### src/rtl/control_compuerta_pkg.sv
// -----------------------------------------------------------------------------
// control_compuerta_pkg
// Shared constants for the gate controller and its bench: FSM state encodings,
// default access/idle codes, attempt limit, PIN-state timeout and a saturating
// increment helper for the wrong-attempt counter.
// -----------------------------------------------------------------------------
package control_compuerta_pkg;

    // Controller states
    typedef enum logic [2:0] {
        ST_ESPERA  = 3'd0,
        ST_PIN     = 3'd1,
        ST_ABIERTO = 3'd2,
        ST_ALARMA  = 3'd3,
        ST_BLOQUEO = 3'd4
    } estado_t;

    localparam logic [7:0] PIN_CORRECTO_DEF = 8'h08;
    localparam logic [7:0] PIN_ESPERA_DEF   = 8'h00;
    localparam int         MAX_INTENTOS_DEF = 3;
    localparam int         T_PIN_DEF        = 32;
    localparam int         INTENTOS_W       = 2;

    // Counter increment that sticks at the ceiling instead of wrapping.
    function automatic logic [INTENTOS_W-1:0] sat_inc(
        input logic [INTENTOS_W-1:0] valor,
        input logic [INTENTOS_W-1:0] tope
    );
        if (valor >= tope) begin
            return tope;
        end else begin
            return valor + 2'd1;
        end
    endfunction

endpackage

### src/rtl/control_compuerta_if.sv
// -----------------------------------------------------------------------------
// control_compuerta_if
// Sensor/keypad inputs and gate status outputs of the gate controller.
//   master : environment side (drives vehiculo, termino, pin; observes status)
//   slave  : controller side (samples inputs; drives cerrado, abierto, alarma,
//            bloqueo, intentos)
// -----------------------------------------------------------------------------
interface control_compuerta_if;
    import control_compuerta_pkg::*;

    logic                  vehiculo;
    logic                  termino;
    logic [7:0]            pin;
    logic                  cerrado;
    logic                  abierto;
    logic                  alarma;
    logic                  bloqueo;
    logic [INTENTOS_W-1:0] intentos;

    modport master (
        output vehiculo, termino, pin,
        input  cerrado, abierto, alarma, bloqueo, intentos
    );

    modport slave (
        input  vehiculo, termino, pin,
        output cerrado, abierto, alarma, bloqueo, intentos
    );

endinterface

### src/rtl/control_compuerta_detector_pin.sv
// -----------------------------------------------------------------------------
// detector_pin
// Keypad attempt detector. An attempt is the first cycle a non-idle code is
// seen after the keypad was idle; switching between two non-idle codes does
// not produce a new attempt.
//   clk, rst_n : clock, async active-low reset
//   pin        : keypad code
//   intento    : one-cycle pulse, a new code was presented this cycle
//   correcto   : one-cycle pulse, the new code equals PIN_CORRECTO
// -----------------------------------------------------------------------------
module detector_pin
    import control_compuerta_pkg::*;
#(
    parameter logic [7:0] PIN_CORRECTO = PIN_CORRECTO_DEF,
    parameter logic [7:0] PIN_ESPERA   = PIN_ESPERA_DEF
) (
    input  logic       clk,
    input  logic       rst_n,
    input  logic [7:0] pin,
    output logic       intento,
    output logic       correcto
);

    logic [7:0] pin_prev_r;

    // Previous-sample register; resets to idle so a code held through reset
    // release still counts as a fresh attempt.
    always_ff @(posedge clk or negedge rst_n) begin
        if (!rst_n) begin
            pin_prev_r <= PIN_ESPERA;
        end else begin
            pin_prev_r <= pin;
        end
    end

    // Idle-to-code transition detection.
    always_comb begin
        intento  = (pin != PIN_ESPERA) && (pin_prev_r == PIN_ESPERA);
        correcto = intento && (pin == PIN_CORRECTO);
    end

endmodule

### src/rtl/control_compuerta.sv
// -----------------------------------------------------------------------------
// control_compuerta
// Parking gate controller (Moore FSM). A vehicle at the gate enables code
// entry; the correct code opens the gate, MAX_INTENTOS wrong codes raise the
// alarm, and a second vehicle at the gate while the first passes locks it.
// Alarm and lock are cleared only by the correct code.
//   clk, rst_n : clock, async active-low reset
//   bus        : control_compuerta_if.slave (vehiculo, termino, pin in;
//                cerrado, abierto, alarma, bloqueo, intentos out)
// -----------------------------------------------------------------------------
module control_compuerta
    import control_compuerta_pkg::*;
#(
    parameter logic [7:0] PIN_CORRECTO = PIN_CORRECTO_DEF,
    parameter logic [7:0] PIN_ESPERA   = PIN_ESPERA_DEF,
    parameter int         MAX_INTENTOS = MAX_INTENTOS_DEF,
    parameter int         T_PIN        = T_PIN_DEF
) (
    input  logic                clk,
    input  logic                rst_n,
    control_compuerta_if.slave  bus
);

    localparam logic [INTENTOS_W-1:0] MAX_L = INTENTOS_W'(MAX_INTENTOS);
    localparam int                    TW    = $clog2(T_PIN + 1);
    localparam logic [TW-1:0]         T_ULTIMO   = TW'(T_PIN - 1);
    localparam logic [TW-1:0]         TIMER_CERO = TW'(0);
    localparam logic [TW-1:0]         TIMER_UNO  = TW'(1);

    estado_t               estado_r;
    estado_t               estado_next_s;
    logic [INTENTOS_W-1:0] intentos_r;
    logic [INTENTOS_W-1:0] intentos_next_s;
    logic [INTENTOS_W-1:0] intentos_inc_s;
    logic [TW-1:0]         timer_r;
    logic [TW-1:0]         timer_next_s;
    logic                  intento_s;
    logic                  correcto_s;

    detector_pin #(
        .PIN_CORRECTO (PIN_CORRECTO),
        .PIN_ESPERA   (PIN_ESPERA)
    ) u_detector_pin (
        .clk      (clk),
        .rst_n    (rst_n),
        .pin      (bus.pin),
        .intento  (intento_s),
        .correcto (correcto_s)
    );

    // State, attempt counter and PIN-entry timer registers.
    always_ff @(posedge clk or negedge rst_n) begin
        if (!rst_n) begin
            estado_r   <= ST_ESPERA;
            intentos_r <= 2'd0;
            timer_r    <= TIMER_CERO;
        end else begin
            estado_r   <= estado_next_s;
            intentos_r <= intentos_next_s;
            timer_r    <= timer_next_s;
        end
    end

    // Next-state, counter and timer logic.
    always_comb begin
        estado_next_s   = estado_r;
        intentos_next_s = intentos_r;
        timer_next_s    = TIMER_CERO;
        intentos_inc_s  = sat_inc(intentos_r, MAX_L);
        case (estado_r)
            ST_ESPERA: begin
                if (bus.vehiculo) begin
                    estado_next_s = ST_PIN;
                end else begin
                    estado_next_s = ST_ESPERA;
                end
            end
            ST_PIN: begin
                // Vehicle leaving wins over any code typed on the same edge.
                if (!bus.vehiculo) begin
                    estado_next_s   = ST_ESPERA;
                    intentos_next_s = 2'd0;
                end else if (intento_s) begin
                    if (correcto_s) begin
                        estado_next_s   = ST_ABIERTO;
                        intentos_next_s = 2'd0;
                    end else begin
                        intentos_next_s = intentos_inc_s;
                        if (intentos_inc_s == MAX_L) begin
                            estado_next_s = ST_ALARMA;
                        end else begin
                            estado_next_s = ST_PIN;
                        end
                    end
                end else if (timer_r == T_ULTIMO) begin
                    // T_PIN idle cycles since entry or last attempt.
                    estado_next_s   = ST_ESPERA;
                    intentos_next_s = 2'd0;
                end else begin
                    estado_next_s = ST_PIN;
                    timer_next_s  = timer_r + TIMER_UNO;
                end
            end
            ST_ABIERTO: begin
                if (bus.termino) begin
                    if (bus.vehiculo) begin
                        estado_next_s = ST_BLOQUEO;
                    end else begin
                        estado_next_s = ST_ESPERA;
                    end
                end else begin
                    estado_next_s = ST_ABIERTO;
                end
            end
            ST_ALARMA, ST_BLOQUEO: begin
                if (intento_s && correcto_s) begin
                    estado_next_s   = ST_ESPERA;
                    intentos_next_s = 2'd0;
                end else begin
                    estado_next_s = estado_r;
                end
            end
            default: begin
                estado_next_s   = ST_ESPERA;
                intentos_next_s = 2'd0;
            end
        endcase
    end

    // Moore output decode from the state register only.
    always_comb begin
        bus.abierto  = (estado_r == ST_ABIERTO);
        bus.cerrado  = (estado_r != ST_ABIERTO);
        bus.alarma   = (estado_r == ST_ALARMA) || (estado_r == ST_BLOQUEO);
        bus.bloqueo  = (estado_r == ST_BLOQUEO);
        bus.intentos = intentos_r;
    end

endmodule

### src/flat_wrapper.sv
// flat-port wrapper written by rule: the top's interface ports become plain ports
module control_compuerta_flat import control_compuerta_pkg::*;
#(
    parameter logic [7:0] PIN_CORRECTO = PIN_CORRECTO_DEF,
    parameter logic [7:0] PIN_ESPERA   = PIN_ESPERA_DEF,
    parameter int         MAX_INTENTOS = MAX_INTENTOS_DEF,
    parameter int         T_PIN        = T_PIN_DEF
)
  (clk, rst_n, bus_vehiculo, bus_termino, bus_pin, bus_cerrado, bus_abierto, bus_alarma, bus_bloqueo, bus_intentos);
  control_compuerta_if bus_i ();
  input  logic clk;
  input  logic rst_n;
  input wire logic [$bits(bus_i.vehiculo)-1:0] bus_vehiculo;
  input wire logic [$bits(bus_i.termino)-1:0] bus_termino;
  input wire logic [$bits(bus_i.pin)-1:0] bus_pin;
  output wire logic [$bits(bus_i.cerrado)-1:0] bus_cerrado;
  output wire logic [$bits(bus_i.abierto)-1:0] bus_abierto;
  output wire logic [$bits(bus_i.alarma)-1:0] bus_alarma;
  output wire logic [$bits(bus_i.bloqueo)-1:0] bus_bloqueo;
  output wire logic [$bits(bus_i.intentos)-1:0] bus_intentos;
  assign bus_i.vehiculo = bus_vehiculo;
  assign bus_i.termino = bus_termino;
  assign bus_i.pin = bus_pin;
  assign bus_cerrado = bus_i.cerrado;
  assign bus_abierto = bus_i.abierto;
  assign bus_alarma = bus_i.alarma;
  assign bus_bloqueo = bus_i.bloqueo;
  assign bus_intentos = bus_i.intentos;
  control_compuerta #(.PIN_CORRECTO(PIN_CORRECTO), .PIN_ESPERA(PIN_ESPERA), .MAX_INTENTOS(MAX_INTENTOS), .T_PIN(T_PIN)) u_core (.clk(clk), .rst_n(rst_n), .bus(bus_i));
endmodule
### config.mk
export PLATFORM = sky130hd
export DESIGN_NAME = control_compuerta_flat
export DESIGN_NICKNAME = d
export VERILOG_FILES = /design/src/rtl/control_compuerta_pkg.sv /design/src/rtl/control_compuerta_if.sv /design/src/rtl/control_compuerta_detector_pin.sv /design/src/rtl/control_compuerta.sv /design/src/flat_wrapper.sv
export SDC_FILE = /design/constraint.sdc
export NUM_CORES = 1
export LEC_CHECK = 0
export ABC_CLOCK_PERIOD_IN_PS = 2050
export CORE_MARGIN = 2
export CORE_UTILIZATION = 35
export DETAILED_ROUTE_END_ITERATION = 8
export PLACE_DENSITY_LB_ADDON = 0.2
export SLEW_MARGIN = 20
export SYNTH_ARGS = -nofsm -noshare
export SYNTH_HDL_FRONTEND = slang
export SYNTH_SLANG_ARGS = --single-unit
### constraint.sdc
create_clock -name clk -period 2.05 [get_ports clk]
set_input_delay 0.205 -clock clk [delete_from_list [all_inputs] [get_ports clk]]
set_output_delay 0.205 -clock clk [all_outputs]
set_load 0.03 [all_outputs]
After elaboration in Yosys (flattened, before gate mapping) --
Index checks and enable logic that the tools add are counted. W data, S select, Z words.
Storage, ports and cells: register bits after elaboration 19, input bits 12, output and inout port bits 6, logic and storage cells 49
Cells by class: bitwise logic cells 1, equality and inequality tests 10, $lt $le $gt $ge 1, add/subtract/negate cells 2, multiplexer cells 21, reduce and logical (&&, ||, !) cells 10
Operators with widths (count):
- $mux W6 | 4
- $mux W3 | 6
- $mux W2 | 7
- $pmux W3 S4 | 1
- $eq A8 B4 Y1 const B | 1
- $logic_not A8 Y1 | 1
- $reduce_bool A8 Y1 | 1
- $add A6 B1 Y6 const B | 1
- $eq A3 B2 Y1 const B | 2
- $eq A6 B5 Y1 const B | 1
- $pmux W2 S3 | 1
- $ne A4 B2 Y1 const B | 1
- $reduce_or A2 Y1 | 2
- $eq A3 B1 Y1 const B | 1
- $eq A3 B3 Y1 const B | 1
- $logic_and A1 B1 Y1 | 3
- $logic_not A3 Y1 | 1
- $ne A3 B2 Y1 const B | 1
- $reduce_and A3 Y1 | 1
- $add A2 B1 Y2 const B | 1
- $eq A2 B2 Y1 const B | 1
- $ge A2 B2 Y1 const B | 1
- $mux W1 | 2
- $ne A2 B1 Y1 const B | 1
- other kinds (2) | 2

Logic depth before layout (Yosys ltp) --
depth after elaboration 8, mapped depth 5, depth with buffers taken out 5

Cells and area by module --
Synthesis repeated with hierarchy kept, for this count alone.
Second synthesis, totals: cells, all modules 75, area, all modules 844.6 sq um
Modules (own cells, without submodules):
- control_compuerta | times used 1, area each 579.3 sq um, sequential area each 275.3 sq um, cells an instance 58
- detector_pin | times used 1, area each 265.3 sq um, sequential area each 200.2 sq um, cells an instance 17

Worst setup path after synthesis --
No wires, ideal clock.
path kind flip-flop to flip-flop, start register u_core.estado_r[1], end register u_core.intentos_r[1] (netlist: u_core.bus.intentos[1]), data arrival time 1402 ps, stages on the path, launching flop included 6, path buffers 0, setup time 129 ps, clock period less this slack 1531 ps, required time 1921 ps, path slack 519 ps, path through dfrtp_1 or3b_1 nand2_2 o21ai_1 a311oi_1 a21oi_1
On the way: word-level cells in the longest chain between the ends 4, elaborated cells between the ends (all ways) 12, classes of those cells 6 x eq/ne; 1 x mux; 1 x bitwise; 4 x reduce/logical
Ends and longest elaborated chain:
- start, declared | RTL line control_compuerta.sv:30 | estado_t estado_r;
- start signal, assigned | RTL line control_compuerta.sv:58 | estado_r <= estado_next_s;
- $eq A3 B3 Y1, or another cell as far along | RTL line control_compuerta.sv:70 | case (estado_r)
- $reduce_or A2 Y1 (on tied branches)
- $ne A2 B1 Y1 (no source line) or $not A1 Y1 (tied branches)
- $reduce_and A3 Y1 (no source line)
- end signal, assigned | RTL line control_compuerta.sv:59 | intentos_r <= intentos_next_s;
- end, declared | RTL line control_compuerta.sv:32 | logic [INTENTOS_W-1:0] intentos_r;
Parallel ways exist; a longest one is shown, timed or not. A chain may end at the register's enable or synchronous reset.

Worst setup path after layout --
start register u_core.estado_r[1], end output port bus_alarma
On the way: word-level cells in the longest chain between the ends 2, elaborated cells between the ends (all ways) 3, classes of those cells 2 x eq/ne; 1 x reduce/logical
Ends and longest elaborated chain:
- $eq A3 B2 Y1 or $eq A3 B3 Y1 (tied branches) | RTL line control_compuerta.sv:134 | bus.alarma = (estado_r == ST_ALARMA) || (estado_r == ST_BLOQUEO);
- $logic_or A1 B1 Y1 (*) | RTL line control_compuerta.sv:134
- end, declared | RTL line flat_wrapper.sv:18 | output wire logic [$bits(bus_i.alarma)-1:0] bus_alarma;
Every way passes the cells marked *; elsewhere a longest branch is shown, timed or not.

==> impl_metrics.json <==
{
  "cts.sinks": 19,
  "finClkSkew_ps": 9.55,
  "final_cell_area_mm2": 0.00116,
  "ys_types": 32,
  "ys_ff_latch": 19,
  "hold_buffers": 0,
  "root_buffer": "clkbuf_4",
  "critPathKind": "register to primary output",
  "drc": 0,
  "multi_input_area_um2": 410,
  "slowest_delay_ps": 440,
  "portBuffers": 17,
  "htree_levels": 1,
  "cpMaxStageDelayCell": "or3b_1",
  "crit_fanout": 6,
  "max_slew_margin_pct": 78.6,
  "r2r_slack_ps": 470,
  "drt-initial-drc-count": 8,
  "required_ps": 1850,
  "end_kind": "primary output",
  "final_max_slew_viol_count": 0,
  "worst_pin_slew_ps": 321,
  "clkLatencyLatePin_ps": 300,
  "cts_tree": "yes",
  "r2r_cells": 5,
  "nFillCells": 226,
  "worstHoldPathType": "primary input to async pin",
  "routed-via-count": 682,
  "grt_max_degree": 20,
  "dieHeight_um": 54.8,
  "wirelength_mm": 1.65,
  "cts.repair_timing.setup_buffer_count": 0,
  "fp.dieW_um": 54.8,
  "p_leak_nw": 0.522,
  "postRouteAntennaNets": 0,
  "placed_area_mm2": 0.00113,
  "total_power_mw": 0.668,
  "wire_per_inst_um": 12.4,
  "final_hold_viol_count": 0,
  "syn_to_final_growth_pct": 27.9,
  "synthFlopType": "dfrtp_1",
  "clock_path_buffers": 2,
  "start_util_pct": 36.9,
  "yosys_warnings": 0,
  "layout_common_cells": "dfrtp_1, clkdlybuf4s50_1, nor2_1",
  "synth-edff-count": 0,
  "fin_setup_tns_ps": 0,
  "power_density_mw_per_mm2": 578,
  "antenna_found_initial": 0,
  "hold_slack_ps": 220,
  "syn_nets": 93,
  "routabilityCongestion": 0.709,
  "synth_cells": 80,
  "cts_inserted_buffers": 3,
  "netlist_area_um2": 905,
  "core_mm2": 0.00245,
  "regArea_um2": 475,
  "num_rows": 18,
  "rsz0062_at_grt": "no",
  "first_pass_iters": 4,
  "via_per_inst": 5.13,
  "grt_first_pass_wirelength_mm": 2.79,
  "dieArea_mm2": 0.00301,
  "grt_pass1_vias": 672,
  "maxCapViolCount": 0,
  "final_common_cell": "dfrtp_1",
  "io_pins": 18,
  "nets": 117,
  "ys_async_sr_fraction_pct": 100,
  "grt_overflow_total": 0,
  "fmax_mhz": 525,
  "setup_viol": 0,
  "dp_hpwl_mm": 1.32,
  "start_kind": "register",
  "status": "finished clean",
  "groute.usage.overall_pct": 13.3,
  "vdd_drop_max_mv": 0.328,
  "path_clk_slew_ps": 110,
  "arrival_ps": 1700,
  "syn_avg_cell_area_um2": 11.3,
  "final.min_clock_period_ps": 1910,
  "yosysSeqAreaShare_pct": 52.6,
  "drive_above_1_share_pct": 17.5,
  "worstPathCellList": "or3b_1, nand2_2, dlygate4sd2_1",
  "antenna_cells": 0,
  "period_share_pct": 93.0
}
[state kept, by name, summed over array words and instances, names as in the netlist]
register and flops:
u_core.u_detector_pin.pin_prev_r 8, u_core.timer_r 6, u_core.bus.intentos 2, u_core.estado_r 3
[critical path: cells and delay by family, from the launching register on]
kind | cells | cell delay (ps)
buffers and inverters | 1 | 410
flip-flops | 1 | 430
AND/OR/NAND/NOR | 2 | 560
[path summary, 6_finish.rpt]
path,startpoint,endpoint
max in group asynchronous,rst_n,u_core.estado_r[0]
min in group clk,bus_pin[1],u_core.u_detector_pin.pin_prev_r[1]
setup / recovery,u_core.estado_r[1],bus_alarma
setup reg to reg,u_core.estado_r[2],u_core.bus.intentos[1]
hold reg to reg,u_core.timer_r[0],u_core.timer_r[0]
hold / removal,rst_n,u_core.u_detector_pin.pin_prev_r[3]
[cell families (layout without fill, tap and decap cells)]
logic type / count (synthesis) / in the layout / share of synthesized area, %
AOI/OAI and AO/OA: 13 / 13 / 13.6
buffers and inverters: 5 / 28 / 2.07
and+or+nand+nor: 38 / 38 / 26.6
adders and majority gates: 1 / 1 / 1.38
DFF: 19 / 19 / 52.6
xor gates and xnor gates: 4 / 4 / 3.87
[synthesized netlist by cell type (2+ instances only)]
cell       n  area [µm²]
nand3b_1   2        15.0
inv_1      5        18.8
nor3_1     4        20.0
xnor2_1    2        17.5
a21oi_1    2        10.0
o22ai_1    2        12.5
xor2_1     2        17.5
or4_4      2        22.5
nor2_4     2        22.5
o21ai_1    2        10.0
nand3_1    4        20.0
dfrtp_1   19         475
nand2_1    6        22.5
nor2_1     8        30.0
[per-layer routing]
metal / GRT usage [%] / up-vias / share of wire (%)
met3: 5.46 / 4 / 5.1
met1: 15.6 / 329 / 44
met2: 22.2 / 17 / 50
li1: - / 332 / -
met5: 0 / - / 0
met4: 3.75 / 0 / 1.1
[stage by stage]
step                      setup WS, ps  util [%]  cells
after CTS                         72.1      47.0    133
after global routing              19.2      47.1    133
after floorplan                    519         -     80
final                              144      47.1    133
after detailed placement           217      45.9    129
after global placement             221      45.9    129
[report_power, final]
| part | internal, mW | leakage (nW) | switching (mW) |
|---|---|---|---|
| logic | 0.0406 | 0.264 | 0.0406 |
| registers | 0.389 | 0.244 | 0.00868 |
| clock network | 0.0743 | 0.0139 | 0.115 |
[what timing repair did]
action | CTS | global route
endpoints found under the setup margin | 2 | 1
hold endpoints to repair | 0 | 0
pin swaps | 0 | 0
resized for setup | 2 | 1
[area by class of cell]
cell class | instances | area share (%)
tap | 30 | 3.24
inverter | 5 | 1.62
clock inverter | 1 | 0.649
timing repair buffer | 19 | 16.0
clock buffer | 3 | 1.95
sequential | 19 | 41.1
multi-input combinational | 56 | 35.5
(Power assumes the default switching activity.)
